<file path="config.mk">
export PLATFORM = sky130hd
export DESIGN_NAME = pipeline_ctrl_unit_flat
export DESIGN_NICKNAME = d
export VERILOG_FILES = /design/src/rtl/pipe_ctrl_pkg.sv /design/src/rtl/pipeline_ctrl_unit_if.sv /design/src/rtl/hazard_detect.sv /design/src/rtl/pipeline_ctrl_unit.sv /design/src/flat_wrapper.sv
export SDC_FILE = /design/constraint.sdc
export NUM_CORES = 1
export LEC_CHECK = 0
export CAP_MARGIN = 10
export CORE_MARGIN = 2
export CORE_UTILIZATION = 45
export CTS_BUF_LIST = sky130_fd_sc_hd__clkbuf_2
export DETAILED_ROUTE_END_ITERATION = 12
export PLACE_DENSITY = 0.77
export SYNTH_ARGS = -nofsm -noshare
export SYNTH_HDL_FRONTEND = slang
export SYNTH_SLANG_ARGS = --single-unit
export TNS_END_PERCENT = 10
</file>
<file path="constraint.sdc">
create_clock -name clk -period 2.9 [get_ports clk]
set_input_delay 0.58 -clock clk [delete_from_list [all_inputs] [get_ports clk]]
set_output_delay 0.58 -clock clk [all_outputs]
set_load 0.01 [all_outputs]
</file>
<file path="src/rtl/pipe_ctrl_pkg.sv">
// Shared types and constants for the pipeline control unit and the pipeline latches.
package pipe_ctrl_pkg;

  localparam int DEF_REG_ADDR_W = 5;

  // All-zero word: sll $0,$0,0, loaded by a latch when it is flushed or bubbled.
  localparam logic [31:0] NOP_INSN = 32'h0000_0000;

  typedef enum logic [2:0] {
    ST_IDLE      = 3'd0,
    ST_RUN       = 3'd1,
    ST_STEP      = 3'd2,
    ST_STEP_WAIT = 3'd3,
    ST_HALTED    = 3'd4
  } ctrl_state_e;

endpackage

</file>
<file path="src/rtl/pipeline_ctrl_unit_if.sv">
// Bundle of the debug requests, hazard fields and pipeline-control outputs of pipeline_ctrl_unit.
interface pipeline_ctrl_unit_if #(
  parameter int REG_ADDR_W = pipe_ctrl_pkg::DEF_REG_ADDR_W,
  parameter int CNT_W      = 32
);
  logic                  run_req;
  logic                  step_req;
  logic                  halt_wb;
  logic [REG_ADDR_W-1:0] id_rs;
  logic [REG_ADDR_W-1:0] id_rt;
  logic                  idex_mem_read;
  logic                  idex_reg_write;
  logic [REG_ADDR_W-1:0] idex_rd;
  logic                  exmem_reg_write;
  logic [REG_ADDR_W-1:0] exmem_rd;
  logic                  branch_taken;

  logic                  pc_write;
  logic                  if_id_write;
  logic                  if_id_flush;
  logic                  id_ex_bubble;
  logic                  pipe_en;
  logic [2:0]            ctrl_state;
  logic [CNT_W-1:0]      cycle_cnt;
  logic [CNT_W-1:0]      stall_cnt;

  modport master (
    output run_req, step_req, halt_wb, id_rs, id_rt,
           idex_mem_read, idex_reg_write, idex_rd,
           exmem_reg_write, exmem_rd, branch_taken,
    input  pc_write, if_id_write, if_id_flush, id_ex_bubble,
           pipe_en, ctrl_state, cycle_cnt, stall_cnt
  );

  modport slave (
    input  run_req, step_req, halt_wb, id_rs, id_rt,
           idex_mem_read, idex_reg_write, idex_rd,
           exmem_reg_write, exmem_rd, branch_taken,
    output pc_write, if_id_write, if_id_flush, id_ex_bubble,
           pipe_en, ctrl_state, cycle_cnt, stall_cnt
  );

endinterface

</file>
<file path="src/rtl/hazard_detect.sv">
// Combinational stall detection for the ID stage against instructions in EX and MEM.
// PCU_FWD_EN: EX forwarding exists, so only the load-use hazard stalls.
module hazard_detect
  import pipe_ctrl_pkg::*;
#(
  parameter int REG_ADDR_W = DEF_REG_ADDR_W
) (
  input  logic [REG_ADDR_W-1:0] id_rs,
  input  logic [REG_ADDR_W-1:0] id_rt,
  input  logic                  idex_mem_read,
  input  logic                  idex_reg_write,
  input  logic [REG_ADDR_W-1:0] idex_rd,
  input  logic                  exmem_reg_write,
  input  logic [REG_ADDR_W-1:0] exmem_rd,
  output logic                  hz
);

  // Register 0 is hard-wired, so a write to it never creates a dependency.
  function automatic logic src_match(input logic [REG_ADDR_W-1:0] rd,
                                     input logic [REG_ADDR_W-1:0] rs,
                                     input logic [REG_ADDR_W-1:0] rt);
    return (rd != '0) && ((rd == rs) || (rd == rt));
  endfunction

  logic load_use;
  assign load_use = idex_mem_read & src_match(idex_rd, id_rs, id_rt);

`ifdef PCU_FWD_EN
  logic unused_fwd;
  assign unused_fwd = ^{idex_reg_write, exmem_reg_write, exmem_rd};
  assign hz = load_use;
`else
  assign hz = load_use
            | (idex_reg_write  & src_match(idex_rd,  id_rs, id_rt))
            | (exmem_reg_write & src_match(exmem_rd, id_rs, id_rt));
`endif

endmodule

</file>
<file path="src/rtl/pipeline_ctrl_unit.sv">
// Run/step/halt sequencer for the 5-stage pipeline: latch enables, bubbles, flushes, counters.
// PCU_FWD_EN selects the forwarding-aware hazard rule inside hazard_detect.
module pipeline_ctrl_unit
  import pipe_ctrl_pkg::*;
#(
  parameter int REG_ADDR_W = DEF_REG_ADDR_W,
  parameter int CNT_W      = 32
) (
  input  logic                 clk,
  input  logic                 rst_n,
  pipeline_ctrl_unit_if.slave  bus
);

  localparam logic [CNT_W-1:0] CNT_ONE = {{(CNT_W-1){1'b0}}, 1'b1};

  ctrl_state_e      state_q, state_d;
  logic             hz;
  logic             active;
  logic [CNT_W-1:0] cycle_cnt_q;
  logic [CNT_W-1:0] stall_cnt_q;

  hazard_detect #(
    .REG_ADDR_W (REG_ADDR_W)
  ) u_hazard_detect (
    .id_rs           (bus.id_rs),
    .id_rt           (bus.id_rt),
    .idex_mem_read   (bus.idex_mem_read),
    .idex_reg_write  (bus.idex_reg_write),
    .idex_rd         (bus.idex_rd),
    .exmem_reg_write (bus.exmem_reg_write),
    .exmem_rd        (bus.exmem_rd),
    .hz              (hz)
  );

  always_ff @(posedge clk or negedge rst_n) begin
    if (!rst_n) state_q <= ST_IDLE;
    else        state_q <= state_d;
  end

  // Outputs depend only on the current state and hazard inputs, so a stall or
  // flush takes effect in the same cycle it is detected.
  always_comb begin
    state_d          = state_q;
    active           = 1'b0;
    bus.pc_write     = 1'b0;
    bus.if_id_write  = 1'b0;
    bus.if_id_flush  = 1'b0;
    bus.id_ex_bubble = 1'b0;
    bus.pipe_en      = 1'b0;

    unique case (state_q)
      ST_IDLE, ST_STEP_WAIT: begin
        if (bus.run_req)       state_d = ST_RUN;
        else if (bus.step_req) state_d = ST_STEP;
      end
      ST_RUN: begin
        active = 1'b1;
        if (bus.halt_wb) state_d = ST_HALTED;
      end
      ST_STEP: begin
        active  = 1'b1;
        state_d = bus.halt_wb ? ST_HALTED : ST_STEP_WAIT;
      end
      ST_HALTED: state_d = ST_HALTED;
      default:   state_d = ST_IDLE;
    endcase

    // A stall holds PC and IF/ID and drops any pending flush; the branch
    // resolves again once the stall clears.
    if (active) begin
      bus.pipe_en      = 1'b1;
      bus.pc_write     = ~hz;
      bus.if_id_write  = ~hz;
      bus.id_ex_bubble = hz;
      bus.if_id_flush  = ~hz & bus.branch_taken;
    end
  end

  always_ff @(posedge clk or negedge rst_n) begin
    if (!rst_n) begin
      cycle_cnt_q <= '0;
      stall_cnt_q <= '0;
    end else if (active) begin
      cycle_cnt_q <= cycle_cnt_q + CNT_ONE;
      if (hz) stall_cnt_q <= stall_cnt_q + CNT_ONE;
    end
  end

  assign bus.ctrl_state = state_q;
  assign bus.cycle_cnt  = cycle_cnt_q;
  assign bus.stall_cnt  = stall_cnt_q;

endmodule

</file>
<file path="src/flat_wrapper.sv">
// flat-port wrapper written by rule: the top's interface ports become plain ports
module pipeline_ctrl_unit_flat import pipe_ctrl_pkg::*;
#(
  parameter int REG_ADDR_W = DEF_REG_ADDR_W,
  parameter int CNT_W      = 32
)
  (clk, rst_n, bus_run_req, bus_step_req, bus_halt_wb, bus_id_rs, bus_id_rt, bus_idex_mem_read, bus_idex_reg_write, bus_idex_rd, bus_exmem_reg_write, bus_exmem_rd, bus_branch_taken, bus_pc_write, bus_if_id_write, bus_if_id_flush, bus_id_ex_bubble, bus_pipe_en, bus_ctrl_state, bus_cycle_cnt, bus_stall_cnt);
  pipeline_ctrl_unit_if #(.REG_ADDR_W(REG_ADDR_W), .CNT_W(CNT_W)) bus_i ();
  input  logic clk;
  input  logic rst_n;
  input wire logic [$bits(bus_i.run_req)-1:0] bus_run_req;
  input wire logic [$bits(bus_i.step_req)-1:0] bus_step_req;
  input wire logic [$bits(bus_i.halt_wb)-1:0] bus_halt_wb;
  input wire logic [$bits(bus_i.id_rs)-1:0] bus_id_rs;
  input wire logic [$bits(bus_i.id_rt)-1:0] bus_id_rt;
  input wire logic [$bits(bus_i.idex_mem_read)-1:0] bus_idex_mem_read;
  input wire logic [$bits(bus_i.idex_reg_write)-1:0] bus_idex_reg_write;
  input wire logic [$bits(bus_i.idex_rd)-1:0] bus_idex_rd;
  input wire logic [$bits(bus_i.exmem_reg_write)-1:0] bus_exmem_reg_write;
  input wire logic [$bits(bus_i.exmem_rd)-1:0] bus_exmem_rd;
  input wire logic [$bits(bus_i.branch_taken)-1:0] bus_branch_taken;
  output wire logic [$bits(bus_i.pc_write)-1:0] bus_pc_write;
  output wire logic [$bits(bus_i.if_id_write)-1:0] bus_if_id_write;
  output wire logic [$bits(bus_i.if_id_flush)-1:0] bus_if_id_flush;
  output wire logic [$bits(bus_i.id_ex_bubble)-1:0] bus_id_ex_bubble;
  output wire logic [$bits(bus_i.pipe_en)-1:0] bus_pipe_en;
  output wire logic [$bits(bus_i.ctrl_state)-1:0] bus_ctrl_state;
  output wire logic [$bits(bus_i.cycle_cnt)-1:0] bus_cycle_cnt;
  output wire logic [$bits(bus_i.stall_cnt)-1:0] bus_stall_cnt;
  assign bus_i.run_req = bus_run_req;
  assign bus_i.step_req = bus_step_req;
  assign bus_i.halt_wb = bus_halt_wb;
  assign bus_i.id_rs = bus_id_rs;
  assign bus_i.id_rt = bus_id_rt;
  assign bus_i.idex_mem_read = bus_idex_mem_read;
  assign bus_i.idex_reg_write = bus_idex_reg_write;
  assign bus_i.idex_rd = bus_idex_rd;
  assign bus_i.exmem_reg_write = bus_exmem_reg_write;
  assign bus_i.exmem_rd = bus_exmem_rd;
  assign bus_i.branch_taken = bus_branch_taken;
  assign bus_pc_write = bus_i.pc_write;
  assign bus_if_id_write = bus_i.if_id_write;
  assign bus_if_id_flush = bus_i.if_id_flush;
  assign bus_id_ex_bubble = bus_i.id_ex_bubble;
  assign bus_pipe_en = bus_i.pipe_en;
  assign bus_ctrl_state = bus_i.ctrl_state;
  assign bus_cycle_cnt = bus_i.cycle_cnt;
  assign bus_stall_cnt = bus_i.stall_cnt;
  pipeline_ctrl_unit #(.REG_ADDR_W(REG_ADDR_W), .CNT_W(CNT_W)) u_core (.clk(clk), .rst_n(rst_n), .bus(bus_i));
endmodule
</file>
==> flow_summary.json <==
{
  "cap_violations": 0,
  "antenna_found_initial": 0,
  "end_kind": "primary output",
  "drt-vias-per-instance": 5.04,
  "fmax_mhz": 358,
  "worst_pin_slew_ns": 0.688,
  "yosys_register_bits": 67,
  "die_width_um": 89.7,
  "drt_iter0_drc": 87,
  "final_common_cell": "clkdlybuf4s50_1",
  "grt_use_total_pct": 19.7,
  "power.total_mw": 2.48,
  "synthCells": 302,
  "cts_sinks": 67,
  "ys_types": 38,
  "setup_viol": 0,
  "final_cells": 533,
  "grt_pass1_wl_um": 12100,
  "tritoncts": "built",
  "cp_slowest_cell": "or4_1",
  "layout-drive-gt1-share_pct": 12.0,
  "dieHeight_um": 89.7,
  "fin_crit_sh_pct": 96.3,
  "skew_ns": 0.0336,
  "syn-num-nets": 333,
  "core_um2": 7180,
  "grt_pass1_vias": 2576,
  "clk_latency_ns": 0.48,
  "die_area_um2": 8040,
  "critPathRequiredTime_ns": 2.32,
  "grt-ovfl-total": 0,
  "worst-path-max-fanout": 3,
  "gp_congestion": 0.915,
  "num_rows": 31,
  "vias": 2687,
  "worst_ep_arrival_time_ns": 2.21,
  "fin_util_pct": 65.3,
  "hold_violations": 0,
  "synth_area_um2": 3300,
  "ys.flop_type": "dfrtp_1",
  "htreeDepth": 3,
  "routed_wl_um": 7620,
  "status": "completed",
  "rsz0062_at_grt": "false",
  "cts_made_buffers": 9,
  "peakVddDrop_v": 0.000361,
  "avgRoutedWirePerCell_um": 14.3,
  "hpwlAfterDp_um": 5770,
  "stdcell_area_um2": 4680,
  "ys_warn_count": 0,
  "diodes": 0,
  "synthArstFlopShare_pct": 100,
  "clock_path_buffers": 2,
  "syn_to_final_growth_pct": 41.9,
  "layout_min_cycle_time_ns": 2.79,
  "drc_errors": 0,
  "layout.nets": 460,
  "hold_ws_ns": 0.439,
  "dp.cells": 516,
  "portBuffers": 100,
  "path_clk_slew_ns": 0.18,
  "n_fill_cell": 588,
  "p_leak_nw": 2.02,
  "grt_start_max_net_pins": 32,
  "slew_headroom_pct": 53.7,
  "cp-start-kind": "input port",
  "slew_violations": 0,
  "p_per_area_nw_per_um2": 530,
  "seq_area_frac_synth_pct": 50.8,
  "cts_root_buf": "clkbuf_2",
  "path_cells": "clkdlybuf4s50_1 > or4_1 > o21a_1 > buf_4 > nand2_1 > o22ai_1 > buf_2",
  "place_area_um2": 4540,
  "syn_avg_cell_area_um2": 10.9,
  "synth-edff-count": 0,
  "drt_first_pass_iters": 4,
  "final_antenna_net_count": 0,
  "critPathKind": "in -> out",
  "hp-class": "in -> async",
  "pin_count": 101,
  "layout_common_cells": "clkdlybuf4s50_1, dfrtp_1, xnor2_1",
  "start_util_pct": 46.0,
  "max_stage_delay_ns": 0.49
}
==> metal layers <==
layer  part of all wire, %  vias up  wire length (um)  GRT usage [%]
li1                      -     1302                 -              -
met1                    44     1290              3360           25.5
met2                    48       84              3640           31.7
met3                   6.6       11               504           5.03
met4                   1.5        0               114           7.87
met5                     0        -                 0              0
==> cell type report <==
type	count	area, um^2	share of cell area (%)
Inverter	4	15.0	0.321
Clock buffer	10	50.0	1.07
Clock inverter	6	90.1	1.92
Timing Repair Buffer	119	1120	23.9
Multi-Input combinational cell	228	1610	34.3
Tap cell	99	124	2.64
Sequential cell	67	1680	35.8
==> final timing paths <==
path | from | endpoint | slack [ns] | depth (start not counted)
max in group asynchronous | rst_n | u_core.bus.stall_cnt[21] | 1.84 | 3
max reg2reg | u_core.bus.stall_cnt[3] | u_core.bus.stall_cnt[21] | 0.62 | 6
min | rst_n | u_core.bus.cycle_cnt[22] | 0.44 | 2
min in group clk | u_core.bus.cycle_cnt[31] | u_core.bus.cycle_cnt[31] | 0.49 | 1
min reg2reg | u_core.bus.cycle_cnt[31] | u_core.bus.cycle_cnt[31] | 0.49 | 1
max | bus_exmem_rd[3] | bus_id_ex_bubble | 0.11 | 7
==> critical path, delay by kind of cell <==
family	cells	cell delay (ns)
AO/OA/AOI/OAI	2	0.31
buffers and inverters	3	0.77
AND/OR/NAND/NOR	2	0.55
==> state kept, by name (all words and copies together) (netlist names) <==
register	flops
u_core.bus.stall_cnt	32
u_core.bus.ctrl_state	3
u_core.bus.cycle_cnt	32
==> stage by stage <==
step,TNS (ns),setup WS [ns]
after floorplan,0,0.528
after global placement,-1.22,-0.319
after detailed placement,-1.31,-0.348
after CTS,-0.0362,-0.0203
after global routing,0,0.0375
final,0,0.107
==> cell usage after synthesis, types with 3 or more instances <==
cell	count	area (um^2)
dfrtp_1	67	1680
xnor2_1	50	438
xor2_1	32	280
nand3_1	30	150
nand2_1	25	93.8
nor2_1	20	75.1
nand4_1	16	100
and3_1	12	75.1
nor3_1	6	30.0
inv_1	4	15.0
and2_1	3	18.8
o22a_1	3	26.3
==> cells by family after synthesis <==
logic type                 count (synthesis)  synth area share (%)
AOI/OAI and AO/OA                         13                  2.88
muxes                                      2                 0.682
buffers and inverters                      7                 0.985
and+or+nand+nor                          128                  21.7
adders and majority gates                  2                 0.758
DFF                                       67                  50.8
xor gates and xnor gates                  83                  22.2
==> repair_timing <==
action	4_1_cts	5_1_grt
gates resized for setup	12	8
endpoints found under the setup margin	4	4
hold buffers	1	0
setup buffers	0	0
pin swaps	0	1
hold endpoints to repair	6	0
==> report_power, final <==
group | switching [mW] | total, mW | internal [mW]
Clock | 0.346 | 0.636 | 0.291
Sequential | 0.132 | 1.15 | 1.01
Combinational | 0.319 | 0.701 | 0.381
Total | 0.798 | 2.48 | 1.69
Note: power is estimated with default switching activity, not from simulation.
